[config.mk]
export PLATFORM = sky130hd
export DESIGN_NAME = bcd_max_tracker
export DESIGN_NICKNAME = d
export VERILOG_FILES = /design/src/rtl/bcd_max_tracker.sv
export SDC_FILE = /design/constraint.sdc
export NUM_CORES = 1
export LEC_CHECK = 0
export CAP_MARGIN = 20
export CORE_UTILIZATION = 35
export DETAILED_ROUTE_END_ITERATION = 8
export GPL_ROUTABILITY_DRIVEN = 0
export GPL_TIMING_DRIVEN = 0
export MAX_ROUTING_LAYER = met4
export SYNTH_ARGS = -nofsm -noshare
export SYNTH_HDL_FRONTEND = slang
export SYNTH_SLANG_ARGS = --single-unit
[constraint.sdc]
create_clock -name clk_i -period 3.95 [get_ports clk_i]
set_input_delay 0.79 -clock clk_i [delete_from_list [all_inputs] [get_ports clk_i]]
set_output_delay 0.79 -clock clk_i [all_outputs]
set_load 0.01 [all_outputs]
[src/rtl/bcd_max_tracker.sv]
// Running maximum of a stream of packed BCD samples.
// Each accepted sample is compared against the stored maximum one digit per
// clock, most significant digit first, stopping at the first differing digit.
// Samples containing a nibble above 9 are rejected with a one-cycle pulse.
//
// Handshake: a sample transfers on a rising edge where in_valid_i and
// in_ready_o are both high; in_bcd_i is captured on that edge. in_ready_o is
// high only while the controller is idle and no soft clear is requested, so
// the source may hold in_valid_i high across busy cycles without the sample
// being taken twice.
module bcd_max_tracker #(
  parameter int DIGITS = 4,
  parameter int CNT_W  = 8
) (
  input  logic                  clk_i,
  input  logic                  rst_i,
  input  logic                  clear_i,
  input  logic                  in_valid_i,
  output logic                  in_ready_o,
  input  logic [4*DIGITS-1:0]   in_bcd_i,
  output logic [4*DIGITS-1:0]   max_bcd_o,
  output logic                  max_valid_o,
  output logic                  new_max_o,
  output logic                  bad_digit_o,
  output logic [CNT_W-1:0]      sample_cnt_o,
  output logic                  state_o
);

  localparam int W     = 4 * DIGITS;
  localparam int IDX_W = (DIGITS > 1) ? $clog2(DIGITS) : 1;
  localparam logic [IDX_W-1:0] IDX_MSD = IDX_W'(DIGITS - 1);

  typedef enum logic {
    IDLE = 1'b0,
    CMP  = 1'b1
  } state_t;

  state_t             state_q, state_d;
  logic [W-1:0]       max_q, max_d;
  logic [W-1:0]       cand_q, cand_d;
  logic [IDX_W-1:0]   idx_q, idx_d;
  logic               max_valid_q, max_valid_d;
  logic               new_max_q, new_max_d;
  logic               bad_digit_q, bad_digit_d;
  logic [CNT_W-1:0]   cnt_q, cnt_d;

  // Single-digit A>=B rule shared with the combinational BCD comparator;
  // greater-than and equality are both derived from it.
  function automatic logic digit_ge(input logic [3:0] a, input logic [3:0] b);
    return a >= b;
  endfunction

  logic       in_bad;
  logic [3:0] cand_digit;
  logic [3:0] max_digit;
  logic       digit_gt;
  logic       digit_eq;
  logic       transfer;

  // Flag any nibble of the offered sample that is not a decimal digit.
  always_comb begin
    in_bad = 1'b0;
    for (int i = 0; i < DIGITS; i++) begin
      if (in_bcd_i[i*4 +: 4] > 4'd9) in_bad = 1'b1;
    end
  end

  // Select the digit pair currently under comparison.
  always_comb begin
    cand_digit = 4'd0;
    max_digit  = 4'd0;
    for (int i = 0; i < DIGITS; i++) begin
      if (idx_q == IDX_W'(i)) begin
        cand_digit = cand_q[i*4 +: 4];
        max_digit  = max_q[i*4 +: 4];
      end
    end
    digit_gt = digit_ge(cand_digit, max_digit) && !digit_ge(max_digit, cand_digit);
    digit_eq = digit_ge(cand_digit, max_digit) &&  digit_ge(max_digit, cand_digit);
  end

  assign in_ready_o = (state_q == IDLE) && !clear_i;
  assign transfer   = in_valid_i && in_ready_o;

  // Next-state and register-update logic; pulses default low every cycle.
  always_comb begin
    state_d     = state_q;
    max_d       = max_q;
    cand_d      = cand_q;
    idx_d       = idx_q;
    max_valid_d = max_valid_q;
    cnt_d       = cnt_q;
    new_max_d   = 1'b0;
    bad_digit_d = 1'b0;

    if (clear_i) begin
      // Soft clear forgets the maximum and abandons any compare; the
      // accepted-sample count is deliberately kept.
      state_d     = IDLE;
      max_d       = '0;
      max_valid_d = 1'b0;
      idx_d       = IDX_MSD;
    end else begin
      case (state_q)
        IDLE: begin
          if (transfer) begin
            if (in_bad) begin
              bad_digit_d = 1'b1;
            end else begin
              cnt_d = cnt_q + CNT_W'(1);
              if (!max_valid_q) begin
                // First sample after reset/clear becomes the maximum directly.
                max_d       = in_bcd_i;
                max_valid_d = 1'b1;
                new_max_d   = 1'b1;
              end else begin
                cand_d  = in_bcd_i;
                idx_d   = IDX_MSD;
                state_d = CMP;
              end
            end
          end
        end
        CMP: begin
          if (digit_gt) begin
            max_d     = cand_q;
            new_max_d = 1'b1;
            state_d   = IDLE;
          end else if (!digit_eq) begin
            state_d = IDLE;
          end else if (idx_q == '0) begin
            // Full tie: stored maximum already equals the candidate.
            state_d = IDLE;
          end else begin
            idx_d = idx_q - IDX_W'(1);
          end
        end
        default: state_d = IDLE;
      endcase
    end
  end

  // State and datapath registers with synchronous active-high reset.
  always_ff @(posedge clk_i) begin
    if (rst_i) begin
      state_q     <= IDLE;
      max_q       <= '0;
      cand_q      <= '0;
      idx_q       <= IDX_MSD;
      max_valid_q <= 1'b0;
      new_max_q   <= 1'b0;
      bad_digit_q <= 1'b0;
      cnt_q       <= '0;
    end else begin
      state_q     <= state_d;
      max_q       <= max_d;
      cand_q      <= cand_d;
      idx_q       <= idx_d;
      max_valid_q <= max_valid_d;
      new_max_q   <= new_max_d;
      bad_digit_q <= bad_digit_d;
      cnt_q       <= cnt_d;
    end
  end

  assign max_bcd_o    = max_q;
  assign max_valid_o  = max_valid_q;
  assign new_max_o    = new_max_q;
  assign bad_digit_o  = bad_digit_q;
  assign sample_cnt_o = cnt_q;
  assign state_o      = state_q;

endmodule

**Yosys cells after proc, flatten, opt, wreduce, memory -nomap -nowiden**

Cells that the tools add are included.

- Register bits: 46
- Input bits: 20
- Output and inout bits: 29
- Logic and storage cells: 82

- $add $sub $neg: 2
- Magnitude comparators: 6
- Eq/ne operators: 11
- Multiplexer cells: 37
- Bitwise logic cells: 4
- Reduce and logical (&&, ||, !) cells: 14

Operators with widths:

| kind | count |
|---|---|
| $mux 16 | 4 |
| $mux 4 | 8 |
| $pmux 16 s2 | 1 |
| $gt 4x4->1 const B | 4 |
| $mux 1 | 15 |
| $mux 2 | 6 |
| $ne 2x2->1 const B | 6 |
| $add 8x1->8 const B | 1 |
| $ge 4x4->1 | 2 |
| $reduce_and 4->1 | 2 |
| $reduce_and 6->1 | 1 |
| $reduce_and 5->1 | 1 |
| $eq 2x2->1 const B | 2 |
| $logic_and 1x1->1 | 4 |
| $ne 2x1->1 const B | 2 |
| $not 1->1 | 4 |
| $pmux 1 s2 | 2 |
| $pmux 2 s2 | 1 |
| $reduce_or 4->1 | 1 |
| $reduce_and 3->1 | 1 |
| $eq 2x1->1 const B | 1 |
| $logic_not 1->1 | 2 |
| $logic_not 2->1 | 1 |
| $reduce_or 2->1 | 1 |
| $sub 2x1->2 const B | 1 |

**Longest topological paths before layout**

Gate-level depths: netlist of the first run.

- Depth after elaboration: 10
- Gate-level depth with buffers: 16
- Depth with buffers taken out: 13

**Least setup slack after synthesis of the first run**

Ideal clock, no wire load.

- Path kind: flip-flop to flip-flop
- Start: register idx_q[0]
- End: register max_q[0] (netlist: max_bcd_o[0])
- Library setup time: 0.072 ns
- Arrival: 2.755 ns
- Data required time: 3.878 ns
- Setup slack: 1.123 ns
- Cell stages (with the launch flop): 16
- Path buffers: 4
- Clock period less this slack: 2.827 ns
- Cells stage by stage: dfxtp_1 > inv_1 > ha_1 > clkbuf_1 > clkbuf_1 > a21oi_1 > a21oi_1 > o21ai_0 > ha_1 > nand2b_1 > a21oi_1 > o2111a_1 > o22ai_1 > buf_2 > buf_2 > mux2i_1

- Word-level cells in the longest chain between the ends: 10
- Elaborated cells on any way between the ends: 18
- Classes of those cells: 2 x order compare; 4 x eq/ne; 8 x mux; 4 x reduce/logical

Ends and longest elaborated chain:

| item | line | text |
|---|---|---|
| start, declared | 41 | `logic [IDX_W-1:0] idx_q, idx_d;` |
| start signal, assigned | 158 | `idx_q <= idx_d;` |
| $logic_not 2->1 | 73 | `if (idx_q == IDX_W'(i)) begin` |
| $mux 4 (4 in a row) | 73 |  |
| $ge 4x4->1 | 50 | `return a >= b;` |
| $logic_not 1->1 | 78 | `digit_gt = digit_ge(cand_digit, max_digit) && !digit_ge(max_digit, cand_digit);` |
| $logic_and 1x1->1 (*) | 78 |  |
| $ne 2x1->1 (no line) (*) | n/a |  |
| $reduce_and 4->1 (no line) (*) | n/a |  |
| end signal, assigned | 156 | `max_q <= max_d;` |
| end, declared | 39 | `logic [W-1:0] max_q, max_d;` |

Mark *: on every way between the ends. The rest lies on a longest branch, timed or not.
A chain may end at the register's enable or synchronous reset.

**Final worst setup path of the first run**

Ends and elaborated chain as after synthesis.

==> results.cfg, run 1 <==
[status]
status = complete, no violations

[routing]
drtIter0Drc = 96
avgViaCountPerCell = 5.156
drc = 0
drtAntennaViolNets = 0
dr.pass1.iters = 4
vias = 2150
drt-total-wl_um = 6257
routedWlPerCell_um = 15.00

[floorplanning]
die_w_um = 85.60
initial_utilization_pct = 36.20
io_pins = 49
die_area_mm2 = 0.007327
design.core.area_mm2 = 0.006756
die_h_um = 85.60
num_rows = 30

[clocking]
tritoncts = done
cts_resized = 0
cts_max_level = 2
cts_root_buf = clkbuf_8
postCtsSetupBuffers = 0
clock_sinks = 46
clk_pin_slew_ns = 0.09
hold_buffers = 0
clock_path_buffers = 2
insertion_delay_ns = 0.30
cts_buffers = 5

[min_path]
hold_path_class = reg2reg

[setup_path]
cp.arrival_ns = 3.67
critPathMaxFanout = 10
cp_slowest_cell = clkbuf_1
crit_buf_inv = 5
required_ns = 4.19
max_stage_delay_ns = 0.43
crit_chain = inv_1 > ha_1 > clkbuf_1 > clkbuf_1 > a21oi_1 > a21oi_1 > o21ai_0 > ha_1 > nand2b_1 > a21oi_1 > o2111a_1 > o22ai_1 > buf_2 > buf_2 > mux2i_1
cp-end-kind = flop
start_kind = flop
critPathTopFamily = buffers and inverters
crit_top_cell = a21oi_1
crit_type = reg2reg

[sta]
fmaxAchievable_mhz = 290.8
period_needed_ns = 3.439
post-route-period-util_pct = 87.05
rsz0062_at_grt = no
setup_viol = 0
maxSlewHeadroom_pct = 56.55
hold_viol_final = 0
tightest_slew_ns = 0.6493
tns_ns = 0
slew_violations = 0
finClkSkew_ns = 0.009258

[flow_run]
cap_violations = 0

[layout]
num-nets-final = 365
antenna_cells = 0
synthToLayoutAreaGrowth_pct = 27.06
drive_gt1_share_pct = 10.98
design_area_mm2 = 0.003108

[place]
place_hpwl_um = 4766
port_buffers = 47
placed_area_mm2 = 0.003017

[synth]
synth.largest_area_cell = dfxtp_1
synth_area_leaders = dfxtp_1 (38%), mux2i_1 (13%), mux2_2 (8.3%)
yosys.cell_types.count = 29
syn_inst = 282
yosysTopAreaCellShare_pct = 37.65
yosysWarnings = 0
syn_area_mm2 = 0.002446
avgSynthCellArea_um2 = 8.674
yosysSeqAreaShare_pct = 37.65
yosys_register_bits = 46
syn-num-nets = 311

[global_routing]
antenna_found_initial = 0
grt_max_degree = 14
grtUsageTotal_pct = 18.33
grt.overflow.total = 0
grt_pass1_wl_um = 9984
first_global_vias = 2064

[pwr]
leakage_uw = 0.001262
peakVddDrop_v = 0.0001581
powerDensity_mw_per_mm2 = 273.4
## state kept, by name, summed over array words and instances, names as in the netlist
signal / count
sample_cnt_o: 8
max_bcd_o: 16
new_max_o: 1
bad_digit_o: 1
cand_q: 16
max_valid_o: 1
idx_q: 2
state_o: 1
## cell usage in the layout (no fill, tap or decap), types with 2 or more instances in the layout
cell type	instances
a21oi_1	24
buf_2	4
clkbuf_1	13
clkbuf_8	6
clkdlybuf4s50_1	47
dfxtp_1	46
ha_1	9
inv_1	4
mux2_2	18
mux2i_1	32
nand2_1	54
nand2b_1	2
nand3_1	5
nand3b_1	8
nor2_1	32
nor3_1	3
nor4_1	4
o21ai_0	6
o21ai_4	3
xnor2_1	5
## cell usage after synthesis
| master | count |
|---|---|
| nand2_1 | 54 |
| dfxtp_1 | 46 |
| mux2i_1 | 32 |
| nor2_1 | 32 |
| a21oi_1 | 24 |
| mux2_2 | 18 |
| clkbuf_1 | 12 |
| ha_1 | 9 |
| nand3b_1 | 8 |
| o21ai_0 | 6 |
| nand3_1 | 5 |
| xnor2_1 | 5 |
| buf_2 | 4 |
| inv_1 | 4 |
| nor4_1 | 4 |
| nor3_1 | 3 |
| o21ai_4 | 3 |
| nand2b_1 | 2 |
| and4_2 | 1 |
| nand4_4 | 1 |
| nand4b_1 | 1 |
| nor2_2 | 1 |
| o2111a_1 | 1 |
| o21a_1 | 1 |
| o21ai_2 | 1 |
| o22ai_1 | 1 |
| or3_1 | 1 |
| or4_4 | 1 |
| xor2_1 | 1 |
## routing by layer
layer	GRT usage, %	part of all wire (%)	vias to the layer above
li1	-	-	1076
met1	23.25	46	1020
met2	29.75	48	46
met3	2.887	4.8	8
met4	6.364	1.5	0
met5	-	0	-
## path summary, 6_finish.rpt
kind                                   start      endpoint  slack, ns  cells after the start
worst max-delay path                idx_q[0]  max_bcd_o[0]       0.51                     15
worst min register to register  max_bcd_o[4]  max_bcd_o[4]       0.48                      2
worst max register to register      idx_q[0]  max_bcd_o[0]       0.51                     15
worst min-delay path            max_bcd_o[4]  max_bcd_o[4]       0.48                      2
## per-stage QoR
| stage | util, % | std cells | setup WS [ns] | power, µW | hold WS, ns |
|---|---|---|---|---|---|
| CTS | 46.00 | 417 | 0.5089 | 857.5 | 0.4815 |
| global route | 46.00 | 417 | 0.2362 | 882.4 | 0.5012 |
| floorplan | - | 282 | 1.123 | 514.0 | 0.4804 |
| global placement | 44.65 | 409 | 0.5454 | 555.8 | 0.4697 |
| detailed placement | 44.65 | 409 | 0.5301 | 555.8 | 0.4677 |
| finish | 46.00 | 417 | 0.5114 | 849.7 | 0.4796 |
## worst min-delay path, cell delays in order (launching register included)
cell and delay [ns]:
dfxtp_1 0.33, nand2_1 0.06, mux2i_1 0.05
## logic make-up after synthesis
kind of cell | share of synthesized area [%]
buffers and inverters | 3.273
AND/OR/NAND/NOR | 21.43
XOR/XNOR | 2.148
adder cells (fa/ha/maj) | 4.604
AO/OA/AOI/OAI | 9.515
flip-flops | 37.65
multiplexers | 21.38
## report_power, final
part	internal [µW]	leakage, µW	switching (µW)
clock	142	0.0000482	163
combinational	37.2	0.000843	40.6
sequential	465	0.000371	1.58
total	644	0.00126	206
## final cells by class
class,count,area [µm²]
fill,708,3649
inverter,4,15.01
timing repair buffer,47,470.5
clock buffer,7,86.33
buffer,16,65.06
sequential,46,920.9
tap,80,100.1
multi-input combinational,216,1445
clock inverter,1,5.005
Note: power is estimated with default switching activity, not from simulation.
==> run 2: changes to the inputs <==
- CAP_MARGIN: 20 -> 5
- SETUP_SLACK_MARGIN: default -> 0.5
==> results.cfg, run 2 (same netlist as run 1, synthesis figures left out) <==
[status]
status = complete, no violations

[floorplanning]
io_pins = 49
die_h_um = 85.60
num_rows = 30
initial_utilization_pct = 36.20
design.core.area_mm2 = 0.006756
die_area_mm2 = 0.007327
die_w_um = 85.60

[clocking]
cts_buffers = 5
hold_buffers = 0
insertion_delay_ns = 0.30
cts_max_level = 2
clock_sinks = 46
cts_root_buf = clkbuf_8
clock_path_buffers = 2
cts_resized = 0
clk_pin_slew_ns = 0.09
tritoncts = done
postCtsSetupBuffers = 0

[setup_path]
cp_slowest_cell = dfxtp_1
cp.arrival_ns = 3.34
cp-end-kind = flop
crit_chain = inv_1 > ha_1 > clkbuf_2 > clkbuf_2 > a21oi_1 > a21oi_1 > o21ai_0 > ha_1 > nand2b_1 > a21oi_1 > o2111a_1 > o22ai_1 > buf_2 > clkbuf_4 > nor3_1
reg2regPathDepth = 15
start_kind = flop
crit_type = reg2reg
critPathMaxFanout = 10
required_ns = 4.16
crit_top_cell = a21oi_1
max_stage_delay_ns = 0.41

[routing]
avgViaCountPerCell = 5.187
drc = 0
drtAntennaViolNets = 0
routed-wl-met3_um = 256
met2_length_um = 2998
dr.pass1.iters = 4
top_layer_used = met4
drt-total-wl_um = 6216
routedWlPerCell_um = 14.91
vias = 2163
m1WireLength_um = 2870
drtIter0Drc = 118

[sta]
period_needed_ns = 3.130
rsz0062_at_grt = no
setup_viol = 0
slew_violations = 0
tightest_slew_ns = 0.6274
hold_viol_final = 0
maxSlewHeadroom_pct = 58.02
fmaxAchievable_mhz = 319.5
finClkSkew_ns = 0.008070
post-route-period-util_pct = 79.25
tns_ns = 0
final.setup.worst_slack_ns = 0.8197

[place]
dp_cells = 409
place_hpwl_um = 4766
port_buffers = 47
pre_cts_slack_ns = 0.5301

[layout]
fillers = 706
stdcell_count = 417
antenna_cells = 0
final_common_cell = nand2_1
final_cell_mix = nand2_1 (54), clkdlybuf4s50_1 (47), dfxtp_1 (46)
drive_gt1_share_pct = 12.17
multi_input_area_mm2 = 0.001445
synthToLayoutAreaGrowth_pct = 27.37
num-nets-final = 365
seq_area_um2 = 920.9

[pwr]
peakVddDrop_v = 0.0001588
leakage_uw = 0.001277
powerDensity_mw_per_mm2 = 272.7
total_power_uw = 849.5

[global_routing]
grt.overflow.total = 0
first_global_vias = 2064
grt_max_degree = 14
grtUsageTotal_pct = 18.33
antenna_found_initial = 0
grt_pass1_wl_um = 9984

[flow_run]
cap_violations = 0

[min_path]
hold_path_class = reg2reg
holdPathStages = 2
-- run 2: area by class of cell --
cell class / instances / area share [%]
Clock inverter: 1 / 0.1606
Multi-Input combinational cell: 216 / 46.39
Tap cell: 80 / 3.213
Buffer: 16 / 2.329
Timing Repair Buffer: 47 / 15.10
Sequential cell: 46 / 29.56
Clock buffer: 7 / 2.771
Inverter: 4 / 0.4819
-- run 2: routing by layer --
layer,vias up,track usage (%)
met5,-,-
met1,1039,23.25
met2,39,29.75
li1,1077,-
met3,8,2.887
met4,0,6.364
-- run 2: stage by stage --
step	instance area, µm²	hold slack [ns]	util, %
5_1_grt	3115	0.5011	46.11
6_report	3115	0.4797	46.11
4_1_cts	3108	0.4815	46.00
3_3_place_gp	3017	0.4697	44.65
3_5_place_dp	3017	0.4677	44.65
2_1_floorplan	2446	0.4804	-
-- run 2: critical path, delay by kind of cell, from the launching register on --
family / cells / cell delay, ns
adder cells (fa/ha/maj): 2 / 0.46
AO/OA/AOI/OAI: 6 / 0.85
AND/OR/NAND/NOR: 2 / 0.35
flip-flops: 1 / 0.41
buffers and inverters: 5 / 0.96
-- run 2: where the power goes --
part	internal (µW)	total [µW]	switching [µW]	leakage (µW)
combinational	37.3	77.7	40.4	0.000858
clock	142	305	163	0.0000482
sequential	465	467	1.58	0.000371
total	644	849	205	0.00128
-- run 2: worst paths after layout --
path	from	end	slack (ns)
max	idx_q[0]	new_max_o	0.82
min reg2reg	max_bcd_o[4]	max_bcd_o[4]	0.48
max reg2reg	idx_q[0]	new_max_o	0.82
min	max_bcd_o[4]	max_bcd_o[4]	0.48
